## config.mk

```make
export PLATFORM = sky130hd
export DESIGN_NAME = eth_rx_header_parser_flat
export DESIGN_NICKNAME = d
export VERILOG_FILES = /design/src/rtl/eth_rx_header_parser_if.sv /design/src/rtl/eth_rx_header_parser.sv /design/src/flat_wrapper.sv
export SDC_FILE = /design/constraint.sdc
export NUM_CORES = 1
export LEC_CHECK = 0
export ABC_AREA = 1
export CAP_MARGIN = 10
export CORE_MARGIN = 5
export CORE_UTILIZATION = 48
export CTS_CLUSTER_DIAMETER = 60
export DETAILED_ROUTE_END_ITERATION = 12
export PLACE_DENSITY = 0.8
export SYNTH_ARGS = -nofsm -noshare
export SYNTH_HDL_FRONTEND = slang
export SYNTH_SLANG_ARGS = --single-unit
```

## constraint.sdc

```tcl
create_clock -name clk -period 1.5 [get_ports clk]
set_input_delay 0.3 -clock clk [delete_from_list [all_inputs] [get_ports clk]]
set_output_delay 0.3 -clock clk [all_outputs]
set_load 0.05 [all_outputs]
```

## src/rtl/eth_rx_header_parser_if.sv

```systemverilog
// Byte-wide AXI4-Stream bundle used on both sides of eth_rx_header_parser.
interface eth_rx_header_parser_if #(
  parameter int unsigned DATA_WIDTH = 8
);
  logic [DATA_WIDTH-1:0] tdata;
  logic                  tvalid;
  logic                  tready;
  logic                  tlast;

  modport master (output tdata, output tvalid, output tlast, input tready);
  modport slave  (input tdata, input tvalid, input tlast, output tready);
endinterface

```

## src/rtl/eth_rx_header_parser.sv

```systemverilog
// Strips and latches the 14-byte Ethernet header and forwards the payload through one register.
// Optional destination-address filter enabled by defining ETH_RX_MAC_FILTER_EN.
module eth_rx_header_parser #(
  parameter int unsigned DATA_WIDTH = 8,
  parameter logic [47:0] LOCAL_MAC  = 48'h02_00_00_00_00_01
) (
  input  logic                  clk,
  input  logic                  rst_n,
  eth_rx_header_parser_if.slave  s_axis,
  eth_rx_header_parser_if.master m_axis,
  output logic [47:0]           hdr_dst_mac,
  output logic [47:0]           hdr_src_mac,
  output logic [15:0]           hdr_ethertype,
  output logic                  hdr_valid,
  output logic                  frame_drop
);

  if (DATA_WIDTH != 8) begin : g_width_check
    $error("eth_rx_header_parser: DATA_WIDTH must be 8");
  end

  typedef enum logic [1:0] {StHdr, StPayload, StDrop} state_e;

  state_e                state_q, state_d;
  logic [3:0]            cnt_q, cnt_d;
  logic [47:0]           dst_q, src_q;
  logic [15:0]           type_q;
  logic                  hdr_valid_q, hdr_valid_d;
  logic                  frame_drop_q, frame_drop_d;
  logic                  m_valid_q;
  logic [DATA_WIDTH-1:0] m_data_q;
  logic                  m_last_q;
  logic                  s_ready, accept, hdr_last, filter_ok, load;

  // Ready never depends on s_axis.tvalid.
  assign s_ready  = (state_q != StPayload) || !m_valid_q || m_axis.tready;
  assign accept   = s_axis.tvalid && s_ready;
  assign hdr_last = (cnt_q == 4'd13);

`ifdef ETH_RX_MAC_FILTER_EN
  // dst_q is complete by the time byte 13 is being decided.
  assign filter_ok = (dst_q == LOCAL_MAC) || (&dst_q) || dst_q[40];
`else
  logic unused_local_mac;
  assign unused_local_mac = ^LOCAL_MAC;
  assign filter_ok        = 1'b1;
`endif

  always_ff @(posedge clk or negedge rst_n) begin
    if (!rst_n) begin
      state_q <= StHdr;
    end else begin
      state_q <= state_d;
    end
  end

  always_comb begin
    state_d = state_q;
    unique case (state_q)
      StHdr: begin
        if (accept && !s_axis.tlast && hdr_last) begin
          state_d = filter_ok ? StPayload : StDrop;
        end
      end
      StPayload, StDrop: begin
        if (accept && s_axis.tlast) begin
          state_d = StHdr;
        end
      end
      default: state_d = StHdr;
    endcase
  end

  always_comb begin
    cnt_d        = cnt_q;
    hdr_valid_d  = 1'b0;
    frame_drop_d = 1'b0;
    load         = 1'b0;
    unique case (state_q)
      StHdr: begin
        if (accept) begin
          cnt_d = cnt_q + 4'd1;
          if (s_axis.tlast) begin
            frame_drop_d = 1'b1;
            cnt_d        = 4'd0;
          end else if (hdr_last) begin
            cnt_d        = 4'd0;
            hdr_valid_d  = filter_ok;
            frame_drop_d = !filter_ok;
          end
        end
      end
      StPayload: load = accept;
      default: ;
    endcase
  end

  always_ff @(posedge clk or negedge rst_n) begin
    if (!rst_n) begin
      cnt_q        <= 4'd0;
      dst_q        <= 48'd0;
      src_q        <= 48'd0;
      type_q       <= 16'd0;
      hdr_valid_q  <= 1'b0;
      frame_drop_q <= 1'b0;
      m_valid_q    <= 1'b0;
      m_data_q     <= '0;
      m_last_q     <= 1'b0;
    end else begin
      cnt_q        <= cnt_d;
      hdr_valid_q  <= hdr_valid_d;
      frame_drop_q <= frame_drop_d;
      if (state_q == StHdr && accept) begin
        if (cnt_q < 4'd6) begin
          dst_q <= {dst_q[39:0], s_axis.tdata};
        end else if (cnt_q < 4'd12) begin
          src_q <= {src_q[39:0], s_axis.tdata};
        end else begin
          type_q <= {type_q[7:0], s_axis.tdata};
        end
      end
      if (load) begin
        m_valid_q <= 1'b1;
        m_data_q  <= s_axis.tdata;
        m_last_q  <= s_axis.tlast;
      end else if (m_axis.tready) begin
        m_valid_q <= 1'b0;
      end
    end
  end

  assign s_axis.tready = s_ready;
  assign m_axis.tvalid = m_valid_q;
  assign m_axis.tdata  = m_data_q;
  assign m_axis.tlast  = m_last_q;
  assign hdr_dst_mac   = dst_q;
  assign hdr_src_mac   = src_q;
  assign hdr_ethertype = type_q;
  assign hdr_valid     = hdr_valid_q;
  assign frame_drop    = frame_drop_q;

endmodule

```

## src/flat_wrapper.sv

```systemverilog
// flat-port wrapper written by rule: the top's interface ports become plain ports
module eth_rx_header_parser_flat 
#(
  parameter int unsigned DATA_WIDTH = 8,
  parameter logic [47:0] LOCAL_MAC  = 48'h02_00_00_00_00_01
)
  (clk, rst_n, hdr_dst_mac, hdr_src_mac, hdr_ethertype, hdr_valid, frame_drop, s_axis_tdata, s_axis_tvalid, s_axis_tlast, s_axis_tready, m_axis_tdata, m_axis_tvalid, m_axis_tlast, m_axis_tready);
  eth_rx_header_parser_if #(.DATA_WIDTH(DATA_WIDTH)) s_axis_i ();
  eth_rx_header_parser_if #(.DATA_WIDTH(DATA_WIDTH)) m_axis_i ();
  input  logic clk;
  input  logic rst_n;
  output logic [47:0] hdr_dst_mac;
  output logic [47:0] hdr_src_mac;
  output logic [15:0] hdr_ethertype;
  output logic hdr_valid;
  output logic frame_drop;
  input wire logic [$bits(s_axis_i.tdata)-1:0] s_axis_tdata;
  input wire logic [$bits(s_axis_i.tvalid)-1:0] s_axis_tvalid;
  input wire logic [$bits(s_axis_i.tlast)-1:0] s_axis_tlast;
  output wire logic [$bits(s_axis_i.tready)-1:0] s_axis_tready;
  output wire logic [$bits(m_axis_i.tdata)-1:0] m_axis_tdata;
  output wire logic [$bits(m_axis_i.tvalid)-1:0] m_axis_tvalid;
  output wire logic [$bits(m_axis_i.tlast)-1:0] m_axis_tlast;
  input wire logic [$bits(m_axis_i.tready)-1:0] m_axis_tready;
  assign s_axis_i.tdata = s_axis_tdata;
  assign s_axis_i.tvalid = s_axis_tvalid;
  assign s_axis_i.tlast = s_axis_tlast;
  assign s_axis_tready = s_axis_i.tready;
  assign m_axis_tdata = m_axis_i.tdata;
  assign m_axis_tvalid = m_axis_i.tvalid;
  assign m_axis_tlast = m_axis_i.tlast;
  assign m_axis_i.tready = m_axis_tready;
  eth_rx_header_parser #(.DATA_WIDTH(DATA_WIDTH), .LOCAL_MAC(LOCAL_MAC)) u_core (.clk(clk), .rst_n(rst_n), .s_axis(s_axis_i), .m_axis(m_axis_i), .hdr_dst_mac(hdr_dst_mac), .hdr_src_mac(hdr_src_mac), .hdr_ethertype(hdr_ethertype), .hdr_valid(hdr_valid), .frame_drop(frame_drop));
endmodule
```

## Yosys cells after proc, flatten, opt, wreduce, memory -nomap -nowiden

Cells that the tools add are included.

| word-level totals | value |
|---|---|
| register bits after elaboration | 130 |
| latch bits | 0 |
| RAM bits | 0 |
| memory bits (read-only) | 0 |
| logic and storage cells | 53 |
| memories kept | 0 |

| cells by class | value |
|---|---|
| add/subtract/negate cells | 1 |
| multipliers | 0 |
| divide/modulo/power cells | 0 |
| order comparisons | 2 |
| equality and inequality tests | 6 |
| shifts and indexed selects | 0 |
| mux-type cells | 15 |
| bitwise operators | 2 |
| reductions and logical operators | 17 |

Operator list:

| operator | number |
|---|---|
| two-way mux 1 bit | 10 |
| two-way mux 4 bit | 2 |
| inequality test 2 x 1 -> 1 bit, second input constant | 3 |
| AND reduction 2 bit | 3 |
| AND reduction 3 bit | 2 |
| logical AND 1 bit | 5 |
| adder 4 x 1 -> 4 bit, second input constant | 1 |
| equality test 4 bit, second input constant | 1 |
| < comparator 4 x 3 -> 1 bit, second input constant | 1 |
| < comparator 4 bit, second input constant | 1 |
| two-way mux 2 bit | 2 |
| one-hot mux 2 bit (2 select lines) | 1 |
| equality test 2 x 1 -> 1 bit, second input constant | 1 |
| equality test 2 bit, second input constant | 1 |
| logical NOT 1 bit | 2 |
| logical NOT 2 bit | 1 |
| logical OR 1 bit | 2 |
| NOT 1 bit | 2 |
| nonzero test 2 bit | 1 |
| OR reduction 2 bit | 1 |

## Longest topological paths before layout

Gate-level depths: netlist of the first run.

| depth | value |
|---|---|
| depth in word-level cells | 8 |
| mapped depth | 8 |
| depth with buffers taken out | 7 |

## Worst setup path after synthesis of the first run

No wires, ideal clock.

| timing path | value |
|---|---|
| path kind | reg-to-output |
| start | reg u_core.m_valid_q, in the netlist u_core.m_axis.tvalid |
| end | out s_axis_tready |
| arrival time | 1.085 ns |
| required time | 1.200 ns |
| path slack | 0.115 ns |
| cell stages (with the launch flop) | 4 |
| cell sequence | dfrtp_1 -> nand2_1 -> inv_1 -> nand2_1 |

| on the way | value |
|---|---|
| word-level cells in the longest chain between the ends | 3 |

Ends and longest elaborated chain:

| element | line | text |
|---|---|---|
| from (decl) | eth_rx_header_parser.sv:30 | `logic m_valid_q;` |
| from (signal assigned) | eth_rx_header_parser.sv:106 | `m_valid_q <= 1'b0;` |
| from (signal assigned) | eth_rx_header_parser.sv:123 | `m_valid_q <= 1'b1;` |
| from (signal assigned) | eth_rx_header_parser.sv:127 | `m_valid_q <= 1'b0;` |
| logical NOT 1 bit | eth_rx_header_parser.sv:36 | `assign s_ready = (state_q != StPayload) \|\| !m_valid_q \|\| m_axis.tready;` |
| logical OR 1 bit (2 in a row) | eth_rx_header_parser.sv:36 |  |
| to (decl) | flat_wrapper.sv:20 | `output wire logic [$bits(s_axis_i.tready)-1:0] s_axis_tready;` |

Every way passes these cells.

## Final worst setup path of the first run

| timing path | value |
|---|---|
| start | reg u_core.state_q[0] |
| end | out s_axis_tready |

| on the way | value |
|---|---|
| word-level cells in the longest chain between the ends | 3 |

Ends and longest elaborated chain:

| element | line | text |
|---|---|---|
| from (decl) | eth_rx_header_parser.sv:24 | `state_e state_q, state_d;` |
| from (signal assigned) | eth_rx_header_parser.sv:51 | `state_q <= StHdr;` |
| from (signal assigned) | eth_rx_header_parser.sv:53 | `state_q <= state_d;` |
| inequality test 2 x 1 -> 1 bit | eth_rx_header_parser.sv:36 |  |
| logical OR 1 bit (2 in a row) | eth_rx_header_parser.sv:36 |  |

Every way passes these cells.

==> results of run 1 <==
[cells by family (layout without fill, tap and decap cells)]
kind of cell,Yosys count,count (layout),share of synthesized area [%]
flops,129,129,64.7
xor+xnor,1,1,0.176
compound gates,108,108,12.1
buf+inv,90,260,7.98
simple gates,186,186,15.0
[cells in the mapped netlist, drive strengths merged]
| library cell | count |
|---|---|
| dfrtp | 129 |
| nand2 | 116 |
| inv | 65 |
| o21ai | 65 |
| nor2 | 48 |
| a21oi | 41 |
| nand3 | 22 |
| buf | 17 |
| clkbuf | 8 |
| a31oi | 2 |
| xor2 | 1 |
[power by group through the flow]
stage	logic, mW	registers, mW	clock network [mW]
after floorplan	1.22	8.55	0
after global placement	9.09	5.74	0
after detailed placement	9.35	5.82	0
after CTS	9.47	5.84	4.03
after global routing	9.88	5.99	4.22
final	9.53	5.89	4.07
[metal layers]
metal	vias to the layer above	wire, um
li1	1933	-
met1	2261	6450
met2	288	9630
met3	66	1610
met4	0	765
met5	-	0
[registers in the layout, indices dropped and copies added, names as in the netlist]
register / flops
u_core.hdr_dst_mac: 48
u_core.hdr_src_mac: 48
u_core.hdr_ethertype: 16
u_core.m_axis.tdata: 8
u_core.cnt_q: 4
u_core.frame_drop: 1
u_core.hdr_valid: 1
u_core.m_axis.tlast: 1
u_core.m_axis.tvalid: 1
u_core.state_q: 1
[how the worst min path moves through the flow]
stage,startpoint,end,slack [ps]
after floorplan,rst_n,u_core.cnt_q[0]$_DFFE_PN0P_,4
after global placement,rst_n,u_core.hdr_ethertype[8]$_DFFE_PN0P_,260
after detailed placement,rst_n,u_core.hdr_ethertype[6]$_DFFE_PN0P_,260
after CTS,rst_n,u_core.hdr_ethertype[12]$_DFFE_PN0P_,300
after global routing,rst_n,u_core.hdr_ethertype[12]$_DFFE_PN0P_,320
final,rst_n,u_core.hdr_ethertype[6]$_DFFE_PN0P_,280
[layout make-up]
cell class	instances	area (um2)
clock buffer	17	414
sequential	129	3230
fill	429	1660
clock inverter	15	156
multi-input combinational	295	1410
timing repair buffer	163	2950
inverter	65	244
tap	136	170
[metrics by stage]
step	setup slack, ps	instances
after floorplan	115	514
after global placement	-217	780
after detailed placement	-322	780
after CTS	-66.8	815
after global routing	-213	820
final	-82.0	820
[worst max-delay path: stages (launching register included)]
cell and delay, ps:
dfrtp_1 420, buf_6 150, nand2_4 60, buf_12 130
[timing repair]
item	4_1_cts	5_1_grt
hold endpoints to repair	41	0
hold buffers	1	0
endpoints found under the setup margin	1	38
cloned	0	2
setup buffers	2	3
pin swaps	2	1
resized for setup	4	9
==> summary.txt, run 1 <==
Worst setup path
  – Kind of critical path: flip-flop to primary output
  – Worst reg2reg startpoint: u_core.state_q[0]$_DFFE_PN0P_
  – Worst endpoint required time: 1200 ps
  – R2r endpoint: u_core.hdr_src_mac[14]$_DFFE_PN0P_
  – CP endpoint: s_axis_tready
  – Worst setup SP type: flip-flop
  – Critical Path End Type: primary output
  – R2R Setup Slk: -30 ps
  – Worst EP arrival: approximately 1300 ps
  – Max FO, Critical Path: 2
  – R2R cell count: 5
  – CP startpoint: u_core.state_q[0]$_DFFE_PN0P_

Timing
  – Pins Over Slew Limit: 0
  – Worst Skew: 17.5 ps
  – Period utilisation layout: 105%
  – Slew HR: 68.9%
  – Crit path time final: 1580 ps
  – Hold WS: 278 ps
  – Final setup viols: 7
  – FMAX: roughly 630 MHz
  – Worst slew pin tran: 467 ps
  – Unrepaired setup endpoints after global routing: yes
  – Final hold vios: 0
  – Final setup margin: -82.0 ps
  – Fin Setup TNS: -151 ps

Global routing
  – Layer with the highest usage: met2
  – Global routing usage on met1: a little under a third
  – GRT overflow: 0
  – GRT Resource Usage Total: 28.1%
  – Met2 track utilization from global routing: 48.8%
  – GRT met3 Usage: 8.97%
  – First-pass GRT wire length: approximately 27000 um
  – Largest net degree at the start of global routing: 52
  – Initial antenna violation count: 0
  – Number of global-route vias before repair: 4672

Final layout
  – Nets: 684
  – Fin area: about 8600 um2
  – Most common cell after layout, fill and taps aside: buf_12
  – Area growth syn-to-layout: 71.9%
  – Layout cells sized above 1: 31.3%
  – # diodes: 0
  – Final Util: 83.8%
  – Most frequent cells in the layout: 132 x buf_12, 128 x dfrtp_1, 112 x nand2_1

Synth
  – Syn nets: approximately 530
  – Post-synth top area share: 64.7%
  – Synth Warn #: 0
  – Register area share after synthesis: 64.7%
  – Yosys top cell by area: dfrtp_1
  – Yosys cell types: 19
  – Post-Syn Area: ~5000 um2
  – Largest cells by area after synthesis: dfrtp_1 65%, nand2_1 8.7%, inv_1 4.7%
  – Syn Area/Cell: 9.70 um2
  – Post-Syn Instances: 514
  – Synth Register Bits: 129

Clocking
  – Root Buffer: clkbuf_8
  – Worst-path clk slew: 60 ps
  – H-Tree Depth: 4
  – CTS tree: yes
  – CTS buffer count: 17
  – Clock Latency Late Sink: between 500 and 600 ps
  – CTS Sinks: between 100 and 150
  – Clock Path Buffers: 2

Detailed routing
  – Antenna Nets Post-Route: 0
  – Wire length per cell: 22.5 um
  – First-pass detailed-route iteration total: 8
  – WL final: 18500 um
  – Residual DRC count: 0
  – Via-to-Cell Ratio: 5.55
  – Initial DRC count: 413
  – Total number of vias: 4548

Worst hold path
  – Worst Hold Class: input port to asynchronous set/reset pin

Pwr
  – Clock share of power: approximately a fifth
  – Register share of total power: 30.2%
  – Pwr per Cell Area: 2270 nW/um2
  – Comb power frac: 48.9%
  – Sw Ratio: 42.7%
  – P_leak: 4.19 nW
  – Worst IR Drop VDD: ~1400 uV
  – Int Pwr: 11.2 mW
  – P_sw: 8.32 mW
  – Total power: about 19 mW

Place
  – RD Place Congestion: about 0.83
  – Placed Instance Area: slightly below 8000 um2
  – Number of buffers added on ports: 137
  – Post-DP HPWL: 11000 um

Run
  – Max Cap Viol: 0

Floorplan
  – Effective utilization at floorplan: 48.7%
  – Die ar.: 12500 um2
  – Boundary pin count: 138
  – CORE AREA: 10200 um2
  – # rows: 37
  – Die Y-Extent: 112 um
  – Die width: between 100 and 150 um

Outcome
  – Failing checks: setup timing
  – Status: complete, but fails checks
(Power assumes the default switching activity.)
==> inputs of run 2 (changes only) <==
--- a/config.mk
+++ b/config.mk
@@ -10,6 +10,7 @@
 export CORE_MARGIN = 5
 export CORE_UTILIZATION = 48
 export CTS_CLUSTER_DIAMETER = 60
+export CTS_CLUSTER_SIZE = 8
 export DETAILED_ROUTE_END_ITERATION = 12
 export PLACE_DENSITY = 0.8
 export SYNTH_ARGS = -nofsm -noshare
==> constraint.sdc (replaced) <==
create_clock -name clk -period 1.7 [get_ports clk]
set_input_delay 0.34 -clock clk [delete_from_list [all_inputs] [get_ports clk]]
set_output_delay 0.34 -clock clk [all_outputs]
set_load 0.05 [all_outputs]
==> run 2 against run 1 <==
Net effect:
- the flow now finishes without violations
- sequential power down 22%
- die area unchanged
- cell count down 0.85%
- highest routed layer unchanged
- utilization down 16 points
- critical endpoint unchanged
- critical path type unchanged
==> summary.txt, run 2 (synthesized netlist as in run 1, its figures left out) <==
Outcome
  – Status: finished, final reports clean

Worst hold path
  – Worst Hold Class: input port to asynchronous set/reset pin

Detailed routing
  – Residual DRC count: 0
  – First-pass detailed-route iteration total: 7
  – Via-to-Cell Ratio: 4.96
  – Wire length per cell: 15.5 um
  – Antenna Nets Post-Route: 0
  – Initial DRC count: 236
  – WL final: 12600 um
  – Total number of vias: 4030

Timing
  – Final setup viols: 0
  – Period utilisation layout: 95.0%
  – FMAX: ~620 MHz
  – Worst slew pin tran: 495 ps
  – Unrepaired setup endpoints after global routing: no
  – Final hold vios: 0
  – Worst Skew: about 5.7 ps
  – Pins Over Slew Limit: 0
  – Final setup margin: 84.4 ps
  – Crit path time final: 1620 ps
  – Slew HR: around two thirds

Place
  – Post-Place Cells: 776
  – Placement Setup Slack: -166 ps
  – Number of buffers added on ports: 137
  – Placed Instance Area: 6260 um2
  – RD Place Congestion: 0.792
  – Post-DP HPWL: 8710 um

Final layout
  – Final std cells w/o fill: 813
  – Fin area: 6970 um2
  – Nets: 677
  – Area growth syn-to-layout: 39.7%
  – Layout cells sized above 1: 29.2%
  – # diodes: 0
  – Most common cell after layout, fill and taps aside: buf_4
  – Most frequent cells in the layout: 134 x buf_4, 129 x dfrtp_1, 114 x nand2_1
  – Final Util: 68.1%

Floorplan
  – # rows: 37
  – CORE AREA: 10200 um2
  – Boundary pin count: about 140
  – Die width: around 110 um
  – Die Y-Extent: 112 um
  – Die ar.: 12500 um2
  – Effective utilization at floorplan: 48.7%

Worst setup path
  – Worst setup SP type: flip-flop
  – Kind of critical path: flip-flop to primary output
  – Critical Path End Type: primary output
  – Max FO, Critical Path: 3
  – Worst endpoint required time: between 1000 and 1500 ps
  – Worst EP arrival: 1280 ps

Clocking
  – Clock Latency Late Sink: between 500 and 600 ps
  – H-Tree Depth: 4
  – CTS tree: yes
  – Worst-path clk slew: 60 ps
  – Clock Path Buffers: 2
  – Root Buffer: clkbuf_8
  – CTS buffer count: 17
  – CTS Sinks: 129

Pwr
  – Pwr per Cell Area: 2080 nW/um2
  – Worst IR Drop VDD: between 1000 and 1500 uV
  – P_leak: 3.65 nW
  – Total power: approximately 15 mW

Run
  – Max Cap Viol: 0

Global routing
  – GRT Resource Usage Total: 20.8%
  – First-pass GRT wire length: approximately 21000 um
  – Number of global-route vias before repair: 4121
  – Largest net degree at the start of global routing: 57
  – GRT overflow: 0
  – Initial antenna violation count: 0
[run 2: path summary, 6_finish.rpt]
path	slack (ps)	cells past startpoint	start	end
min	340	2	rst_n	u_core.m_axis.tdata[7]$_DFFE_PN0P_
min reg2reg	480	2	u_core.m_axis.tdata[7]$_DFFE_PN0P_	u_core.m_axis.tdata[7]$_DFFE_PN0P_
max reg2reg	110	7	u_core.state_q[0]$_DFFE_PN0P_	u_core.hdr_dst_mac[6]$_DFFE_PN0P_
max in group asynchronous	730	3	rst_n	u_core.hdr_dst_mac[46]$_DFFE_PN0P_
max	80	4	u_core.m_axis.tvalid$_DFFE_PN0P_	s_axis_tready
min in group clk	440	3	s_axis_tdata[7]	u_core.m_axis.tdata[7]$_DFFE_PN0P_
[run 2: final cells by class]
cell class,count,area [um2]
Sequential cell,129,3230
Timing Repair Buffer,156,1310
Multi-Input combinational cell,295,1370
Clock inverter,13,209
Inverter,65,244
Fill cell,760,3260
Tap cell,136,170
Clock buffer,19,432
[run 2: report_power, final]
group	switching (mW)	internal, mW
Sequential	0.667	3.96
Combinational	4.31	1.66
Clock	1.35	2.57
[run 2: per-layer routing]
metal / track usage, % / vias to the layer above / routed length [um] / part of all wire (%)
met5: 0 / - / 0 / 0
met4: 7.30 / 0 / 167 / 1.3
met3: 7.93 / 14 / 1030 / 8.2
met2: 34.0 / 138 / 6160 / 49
met1: 25.5 / 1951 / 5230 / 42
li1: - / 1927 / - / -
[run 2: metrics by stage]
| stage | TNS [ps] | hold WS (ps) |
|---|---|---|
| global placement | -2990 | 322 |
| CTS | 0 | 335 |
| floorplan | 0 | 44.4 |
| global route | 0 | 381 |
| detailed placement | -5050 | 323 |
| finish | 0 | 344 |
[run 2: what timing repair did]
action,4_1_cts,5_1_grt
cloned,0,1
gates resized for setup,2,0
pin swaps,0,0
hold buffers,1,0
endpoints found under the setup margin,1,2
endpoints found under the hold margin,48,0
buffers inserted,1,2
[run 2: critical path, stage by stage (launching register included)]
cell	delay [ps]
dfrtp_1	400
nand2_1	90
inv_1	50
nand2_2	80
buf_12	140
